`src/rtl/iter_mul_unit.sv`:
```
// rtl/iter_mul_unit.sv - iterative shift-add multiplier (MUL/MULH/MULHSU/MULHU) with CDB result hold
// Define ITER_MUL_RADIX4_EN to retire two multiplier bits per CALC cycle instead of one.
module iter_mul_unit #(
   parameter int XLEN      = 32,
   parameter int ROB_IDX_W = 5
) (
   input  logic                 clk,
   input  logic                 rst_n,
   input  logic                 issue_valid,
   output logic                 issue_ready,
   input  logic [1:0]           issue_op,
   input  logic [XLEN-1:0]      issue_rs1,
   input  logic [XLEN-1:0]      issue_rs2,
   input  logic [ROB_IDX_W-1:0] issue_rob_idx,
   input  logic                 flush,
   output logic                 status_w_en,
   output logic                 status_start,
   output logic                 status_done,
   output logic                 busy_o,
   output logic                 cdb_valid,
   input  logic                 cdb_ready,
   output logic [ROB_IDX_W-1:0] cdb_rob_idx,
   output logic [XLEN-1:0]      cdb_data
);

   localparam int PROD_W = 2 * XLEN;
`ifdef ITER_MUL_RADIX4_EN
   localparam int BITS_PER_CYC = 2;
`else
   localparam int BITS_PER_CYC = 1;
`endif
   localparam int LAST_CNT = XLEN / BITS_PER_CYC - 1;
   localparam int CNT_W    = $clog2(XLEN);

   typedef enum logic [1:0] {S_IDLE, S_CALC, S_WAIT_CDB} state_t;

   state_t              state;
   logic [CNT_W-1:0]    cnt;
   logic [PROD_W-1:0]   acc;
   logic [PROD_W-1:0]   mcand_sh;
   logic [XLEN-1:0]     mplier;
   logic                neg_q;
   logic [1:0]          op_q;
   logic                cdb_valid_q;

   logic                fire;
   logic                kill;
   logic                handshake;
   logic                rs1_signed;
   logic                rs2_signed;
   logic                rs1_neg;
   logic                rs2_neg;
   logic [XLEN-1:0]     rs1_mag;
   logic [XLEN-1:0]     rs2_mag;
   logic [PROD_W-1:0]   pp;
   logic [PROD_W-1:0]   acc_next;
   logic [PROD_W-1:0]   prod_final;

   assign issue_ready  = (state == S_IDLE) && !flush;
   assign fire         = issue_valid && issue_ready;
   assign kill         = flush && (state != S_IDLE);
   assign cdb_valid    = cdb_valid_q && !flush;
   assign handshake    = cdb_valid && cdb_ready;
   assign status_start = rst_n && fire;
   assign status_done  = rst_n && (handshake || kill);
   assign status_w_en  = status_start || status_done;
   assign busy_o       = (state != S_IDLE);

   // MUL takes the low half, where operand signedness does not matter; treat it as s*s.
   always_comb begin
      rs1_signed = (issue_op != 2'd3);
      rs2_signed = (issue_op == 2'd0) || (issue_op == 2'd1);
      rs1_neg    = rs1_signed && issue_rs1[XLEN-1];
      rs2_neg    = rs2_signed && issue_rs2[XLEN-1];
      rs1_mag    = rs1_neg ? ((~issue_rs1) + XLEN'(1)) : issue_rs1;
      rs2_mag    = rs2_neg ? ((~issue_rs2) + XLEN'(1)) : issue_rs2;
   end

   always_comb begin
      pp = '0;
`ifdef ITER_MUL_RADIX4_EN
      pp = (mplier[0] ? mcand_sh : '0) + (mplier[1] ? {mcand_sh[PROD_W-2:0], 1'b0} : '0);
`else
      pp = mplier[0] ? mcand_sh : '0;
`endif
      acc_next   = acc + pp;
      prod_final = neg_q ? ((~acc_next) + PROD_W'(1)) : acc_next;
   end

   always_ff @(posedge clk or negedge rst_n) begin
      if (!rst_n) begin
         state       <= S_IDLE;
         cnt         <= '0;
         acc         <= '0;
         mcand_sh    <= '0;
         mplier      <= '0;
         neg_q       <= 1'b0;
         op_q        <= 2'd0;
         cdb_valid_q <= 1'b0;
         cdb_data    <= '0;
         cdb_rob_idx <= '0;
      end else begin
         case (state)
            S_IDLE: begin
               if (fire) begin
                  mcand_sh    <= {{XLEN{1'b0}}, rs1_mag};
                  mplier      <= rs2_mag;
                  neg_q       <= rs1_neg ^ rs2_neg;
                  op_q        <= issue_op;
                  cdb_rob_idx <= issue_rob_idx;
                  acc         <= '0;
                  cnt         <= '0;
                  state       <= S_CALC;
               end
            end
            S_CALC: begin
               if (flush) begin
                  state <= S_IDLE;
               end else begin
                  acc      <= acc_next;
                  mplier   <= mplier >> BITS_PER_CYC;
                  mcand_sh <= mcand_sh << BITS_PER_CYC;
                  // Last partial product is folded in and the sign applied on the way out.
                  if (cnt == CNT_W'(LAST_CNT)) begin
                     cdb_data    <= (op_q == 2'd0) ? prod_final[XLEN-1:0]
                                                   : prod_final[PROD_W-1:XLEN];
                     cdb_valid_q <= 1'b1;
                     state       <= S_WAIT_CDB;
                  end else begin
                     cnt <= cnt + CNT_W'(1);
                  end
               end
            end
            S_WAIT_CDB: begin
               if (flush || handshake) begin
                  cdb_valid_q <= 1'b0;
                  state       <= S_IDLE;
               end
            end
            default: begin
               cdb_valid_q <= 1'b0;
               state       <= S_IDLE;
            end
         endcase
      end
   end

endmodule

```
`config.mk`:
```
export PLATFORM = sky130hd
export DESIGN_NAME = iter_mul_unit
export DESIGN_NICKNAME = d
export VERILOG_FILES = /design/src/rtl/iter_mul_unit.sv
export SDC_FILE = /design/constraint.sdc
export NUM_CORES = 1
export LEC_CHECK = 0
export ABC_AREA = 0
export CAP_MARGIN = 20
export CORE_MARGIN = 4
export CORE_UTILIZATION = 45
export CTS_CLUSTER_DIAMETER = 60
export DETAILED_ROUTE_END_ITERATION = 10
export PLACE_DENSITY_LB_ADDON = 0.3
export SETUP_SLACK_MARGIN = 0.2
export SLEW_MARGIN = 10
export SYNTH_ARGS = -nofsm -noshare
export SYNTH_HDL_FRONTEND = slang
export SYNTH_SLANG_ARGS = --single-unit
```
`constraint.sdc`:
```
create_clock -name clk -period 4.2 [get_ports clk]
set_input_delay 0.84 -clock clk [delete_from_list [all_inputs] [get_ports clk]]
set_output_delay 0.84 -clock clk [all_outputs]
set_load 0.05 [all_outputs]
```
# ---- After elaboration in Yosys (flattened, before gate mapping)
# Cells that the tools add are included.
dict set report totals {
  reg_bits 208
  in_bits 76
  output_inout_bits 43
  wordCells 84
}
dict set report op_classes {
  add_sub_neg 5
  n_eq_ne 11
  muxes 27
  bitwise 6
  reduce_logical 25
}
# op n
set ops {}
lappend ops {{2-to-1 mux 64 bit} 6}
lappend ops {{one-hot mux 64 bit (2 select lines)} 2}
lappend ops {{2-to-1 mux 32 bit} 5}
lappend ops {{adder 32 x 1 -> 32 bit, second input constant} 2}
lappend ops {{adder 64 x 1 -> 64 bit, second input constant} 1}
lappend ops {{adder 64 bit} 1}
lappend ops {{NOT 32 bit} 2}
lappend ops {{NOT 64 bit} 1}
lappend ops {{one-hot mux 32 bit (2 select lines)} 1}
lappend ops {{2-to-1 mux 5 bit} 3}
lappend ops {{inequality test 2 bit, second input constant} 6}
lappend ops {{one-hot mux 5 bit (2 select lines)} 1}
lappend ops {{logical AND 1 bit} 9}
lappend ops {{AND reduction 3 bit} 3}
lappend ops {{2-to-1 mux 2 bit} 4}
lappend ops {{AND reduction 4 bit} 2}
lappend ops {{logical NOT 2 bit} 3}
lappend ops {{one-hot mux 2 bit (3 select lines)} 1}
lappend ops {{adder 5 x 1 -> 5 bit, second input constant} 1}
lappend ops {{equality test 5 bit, second input constant} 1}
lappend ops {{equality test 2 x 1 -> 1 bit, second input constant} 2}
lappend ops {{logical OR 1 bit} 4}
lappend ops {{nonzero test 2 bit} 2}
lappend ops {{2-to-1 mux 1 bit} 3}
lappend ops {{7 further kinds} 8}

# ---- Logic depth before layout (Yosys ltp)
dict set report depth {
  depth_word 6
  mapped_depth 21
  mapped_depth_nobuf 16
}

# ---- Least setup slack after synthesis
# Ideal clock, no wire load.
dict set report synth_path {
  path_type {register to register}
  start {register mplier[0]}
  end {register cdb_data[2]}
  setup_time_ps 77
  t_arrival_ps 4571
  required_ps 4123
  setup_slack_ps -447
  stages_incl_launch_ff 21
  path_buffers 4
  period_less_slack_ps 4647
  path_cell_list {dfrtp_1 > clkbuf_1 > clkbuf_1 > and2_1 > ha_1 > inv_1 > fa_1 > nand2b_1 > a211oi_2 > buf_2 > o2111ai_1 > nand3_4 > xnor2_2 > nand3_1 > or4b_1 > buf_2 > or4b_4 > nor2_1 > o31ai_1 > a221o_1 > o21ai_1}
}
dict set report synth_between {
  elab_chain_len 6
}
# item line
set synth_rtl {}
lappend synth_rtl {{start, declared} 41} ;# logic [XLEN-1:0] mplier;
lappend synth_rtl {{start signal, assigned} 107} ;# mplier <= rs2_mag;
lappend synth_rtl {{start signal, assigned} 121} ;# mplier <= mplier >> BITS_PER_CYC;
lappend synth_rtl {{2-to-1 mux 64 bit *} 84} ;# pp = mplier[0] ? mcand_sh : '0;
lappend synth_rtl {{adder 64 bit *} 86} ;# acc_next = acc + pp;
lappend synth_rtl {{NOT 64 bit} 87} ;# prod_final = neg_q ? ((~acc_next) + PROD_W'(1)) : acc_next;
lappend synth_rtl {{adder 64 x 1 -> 64 bit} 87}
lappend synth_rtl {{2-to-1 mux 64 bit *} 87}
lappend synth_rtl {{2-to-1 mux 32 bit *} 125} ;# cdb_data <= (op_q == 2'd0) ? prod_final[XLEN-1:0]
lappend synth_rtl {{end signal, assigned} 125}
lappend synth_rtl {{end, declared} 23} ;# output logic [XLEN-1:0] cdb_data
# Mark *: on every way between the ends. The rest lies on a longest branch, timed or not.
# A chain may end at the register's enable or synchronous reset.

# ---- Final worst setup path
dict set report layout_path {
  start {register mplier[0]}
  end {register cdb_data[31]}
}
# Same word-level chain as after synthesis.

==> results.sh <==
export IMPL_cts_hold_buffers=0
export IMPL_grt_pass1_wl_um=99500
export IMPL_totalWireLength_um=63900
export IMPL_avgRoutedWirePerCell_um=19.7
export IMPL_num_nets_final=2872
export IMPL_cts_sinks=208
export IMPL_ys_seq_area_frac=0.307
export IMPL_ir_worst_vdd_v=0.000314
export IMPL_grt_pass1_vias=18000
export IMPL_syn_nets=2384
export IMPL_gp_congestion=1.04
export IMPL_synth_edf_count=0
export IMPL_leakage_nw=10.6
export IMPL_worst_slack_ps=-239
export IMPL_drt_iter0_markers=1359
export IMPL_die_width_um=202
export IMPL_slew_headroom=0.291
export IMPL_layout_drive_gt1_share=0.263
export IMPL_cp_end_kind="flop"
export IMPL_drv_cap=0
export IMPL_violations="negative setup slack"
export IMPL_fmax_mhz=225
export IMPL_crit_path_start_kind="flop"
export IMPL_design_area_mm2=0.0239
export IMPL_fin_tns_setup_ps=-4090
export IMPL_worstSkewPairLatency_ps=560
export IMPL_synth_flop_cell="dfrtp_1"
export IMPL_place_area_mm2=0.0218
export IMPL_cts_buffers=28
export IMPL_ioPinCount=119
export IMPL_yosysWarnings=0
export IMPL_dp_hpwl_um=49800
export IMPL_via_count=18800
export IMPL_status="finished with violations"
export IMPL_port_buffers=118
export IMPL_fin_crit_ps=4440
export IMPL_drv_slew=0
export IMPL_core_mm2=0.0369
export IMPL_cp_required_ps=4690
export IMPL_synth_cells=2239
export IMPL_synth_cell_types=106
export IMPL_rsz0062_at_grt="yes"
export IMPL_worstPathArrival_ps=4930
export IMPL_syn2layout_area_growth_pct=40.6
export IMPL_cts_tree="built"
export IMPL_worst_setup_path_type="flop to flop"
export IMPL_synth_seq_cells=208
export IMPL_synth_area_mm2=0.0170
export IMPL_tightest_slew_ps=1060
export IMPL_async_flop_share=1.00
export IMPL_final_hold_viol_count=0
export IMPL_grt_ovfl_total=0
export IMPL_grt_max_degree=119
export IMPL_finClkSkew_ps=17.1
export IMPL_path_clk_slew_ps=70
export IMPL_diodes=0
export IMPL_clockRootBuffer="clkbuf_16"
export IMPL_p_per_area_mw_per_mm2=397
export IMPL_finalCritPeriodShare=1.06
export IMPL_yosysTopAreaCellShare=0.307
export IMPL_cts_max_path_buffers=3
export IMPL_h_tree_depth=1
export IMPL_first_pass_iters=5
export IMPL_setup_viol=30
export IMPL_dieArea_mm2=0.0409
export IMPL_layout_common_cells="471 x buf_4, 365 x nand2_1, 207 x o21ai_0, 207 x dfrtp_1, 183 x a21oi_1"
export IMPL_worst_path_max_fanout=14
export IMPL_ant_nets=0
export IMPL_synth_area_per_cell_um2=7.58
export IMPL_antenna_found_initial=0
export IMPL_die_h_um=202
export IMPL_synth_area_leaders="dfrtp_1 31%, nand2_1 8.1%, o21ai_0 6.5%, a21oi_1 6.1%, ha_1 5.0%"
export IMPL_drt_drc_violations_left=0
export IMPL_placementRows=70
export IMPL_synth_top_cell_by_area="dfrtp_1"
export IMPL_grtUsageTotal=0.298
export IMPL_via_per_inst=5.80
export IMPL_final_common_cell="buf_4"
export IMPL_hold_class="input port to async pin"
export IMPL_initial_utilization=0.460
## Yosys cell counts, types with 8 or more instances
library cell / instances
and3_1: 13
a211oi_1: 19
xor2_1: 58
nand2_1: 368
o21a_1: 24
and2_1: 77
nor4_1: 18
nand4_1: 36
o31ai_1: 25
buf_1: 15
o22ai_1: 9
nand2b_1: 19
or3_1: 24
clkbuf_1: 104
inv_1: 24
o211ai_1: 21
dfrtp_1: 208
xnor2_1: 55
o21ai_0: 222
ha_1: 68
buf_2: 23
or2_2: 8
nor2_1: 194
nand3_1: 71
a31oi_1: 22
o41ai_1: 10
nor3_1: 43
o221ai_1: 9
a22o_1: 15
a21o_1: 28
o21ai_1: 28
a21oi_1: 208
mux2i_1: 10
and4_1: 9
## stage by stage
step                hold slack (ps)  setup slack [ps]  utilization  power [mW]  std cells
finish                          183              -239        0.647        9.47       3247
floorplan                       450             -31.0            -        4.61       2239
detailed placement              466              -505        0.591        6.52       3170
global route                    198              -475        0.647        9.98       3247
CTS                             178              -205        0.629        9.14       3229
global placement                455              -490        0.591        6.45       3170
## cell type report
class	count	area [µm²]
flip-flops and latches	208	5210
clock inverters	11	140
repair buffers	602	4960
clock buffers	35	768
well taps	504	631
multi-input cells	1863	12100
fillers	3256	13000
inverters	24	90.1
## logic make-up (layout without fill, tap and decap cells)
| group | after synthesis | after routing | synth area share |
|---|---|---|---|
| simple gates | 930 | 930 | 0.263 |
| compound gates | 734 | 734 | 0.270 |
| flops | 208 | 208 | 0.307 |
| buf+inv | 168 | 672 | 0.0395 |
| xor+xnor | 115 | 115 | 0.0602 |
| fa+ha+maj | 69 | 69 | 0.0513 |
| mux | 15 | 15 | 0.00921 |
## final timing paths
| kind | cells after the start | slack [ps] | from | end |
|---|---|---|---|---|
| worst max-delay path | 17 | -240 | mplier[0] | cdb_data[31] |
| worst min register to register | 2 | 480 | mplier[3] | mplier[3] |
| min in group clk | 2 | 480 | mplier[3] | mplier[3] |
| max in group asynchronous | 3 | 2360 | rst_n | mplier[8] |
| worst max register to register | 17 | -240 | mplier[0] | cdb_data[31] |
| worst min-delay path | 1 | 180 | rst_n | cdb_data[4] |
## critical path: stages (launching register included)
cell,delay (ps)
dfrtp_2,440
clkbuf_16,180
and2_1,170
ha_4,300
o211ai_1,90
buf_4,170
o211a_4,260
nor3b_1,350
buf_4,190
o221ai_2,130
or3_4,400
nor2_2,140
nand4_1,210
nor4_4,380
nand4b_1,220
o31a_1,290
or3_1,350
nand3_1,90
## state kept, by name, indices dropped and copies added, names as in the netlist
name         flops
acc             64
cdb_data        32
cdb_rob_idx      5
cdb_valid_q      1
cnt              5
mcand_sh        64
mplier          32
neg_q            1
op_q             2
state            2
## timing repair
item / CTS / global route
pin swaps: 10 / 27
endpoints found under the setup margin: 32 / 34
setup buffers: 13 / 16
gates resized for setup: 82 / 103
hold endpoints to repair: 0 / 0
gates cloned: 0 / 2
## per-layer routing
metal / part of all wire / wire [µm] / up-vias / track usage
li1: - / - / 9064 / -
met1: 0.45 / 28500 / 8974 / 0.422
met2: 0.46 / 29300 / 673 / 0.491
met3: 0.063 / 4030 / 111 / 0.0302
met4: 0.033 / 2100 / 0 / 0.0742
met5: 0 / 0 / - / 0
## power breakdown
| group | internal [mW] | switching, mW | total, mW |
|---|---|---|---|
| clock network | 1.43 | 0.947 | 2.37 |
| registers | 2.28 | 0.218 | 2.50 |
| logic | 2.09 | 2.50 | 4.59 |
No activity file was read; power rests on OpenSTA's default activity.
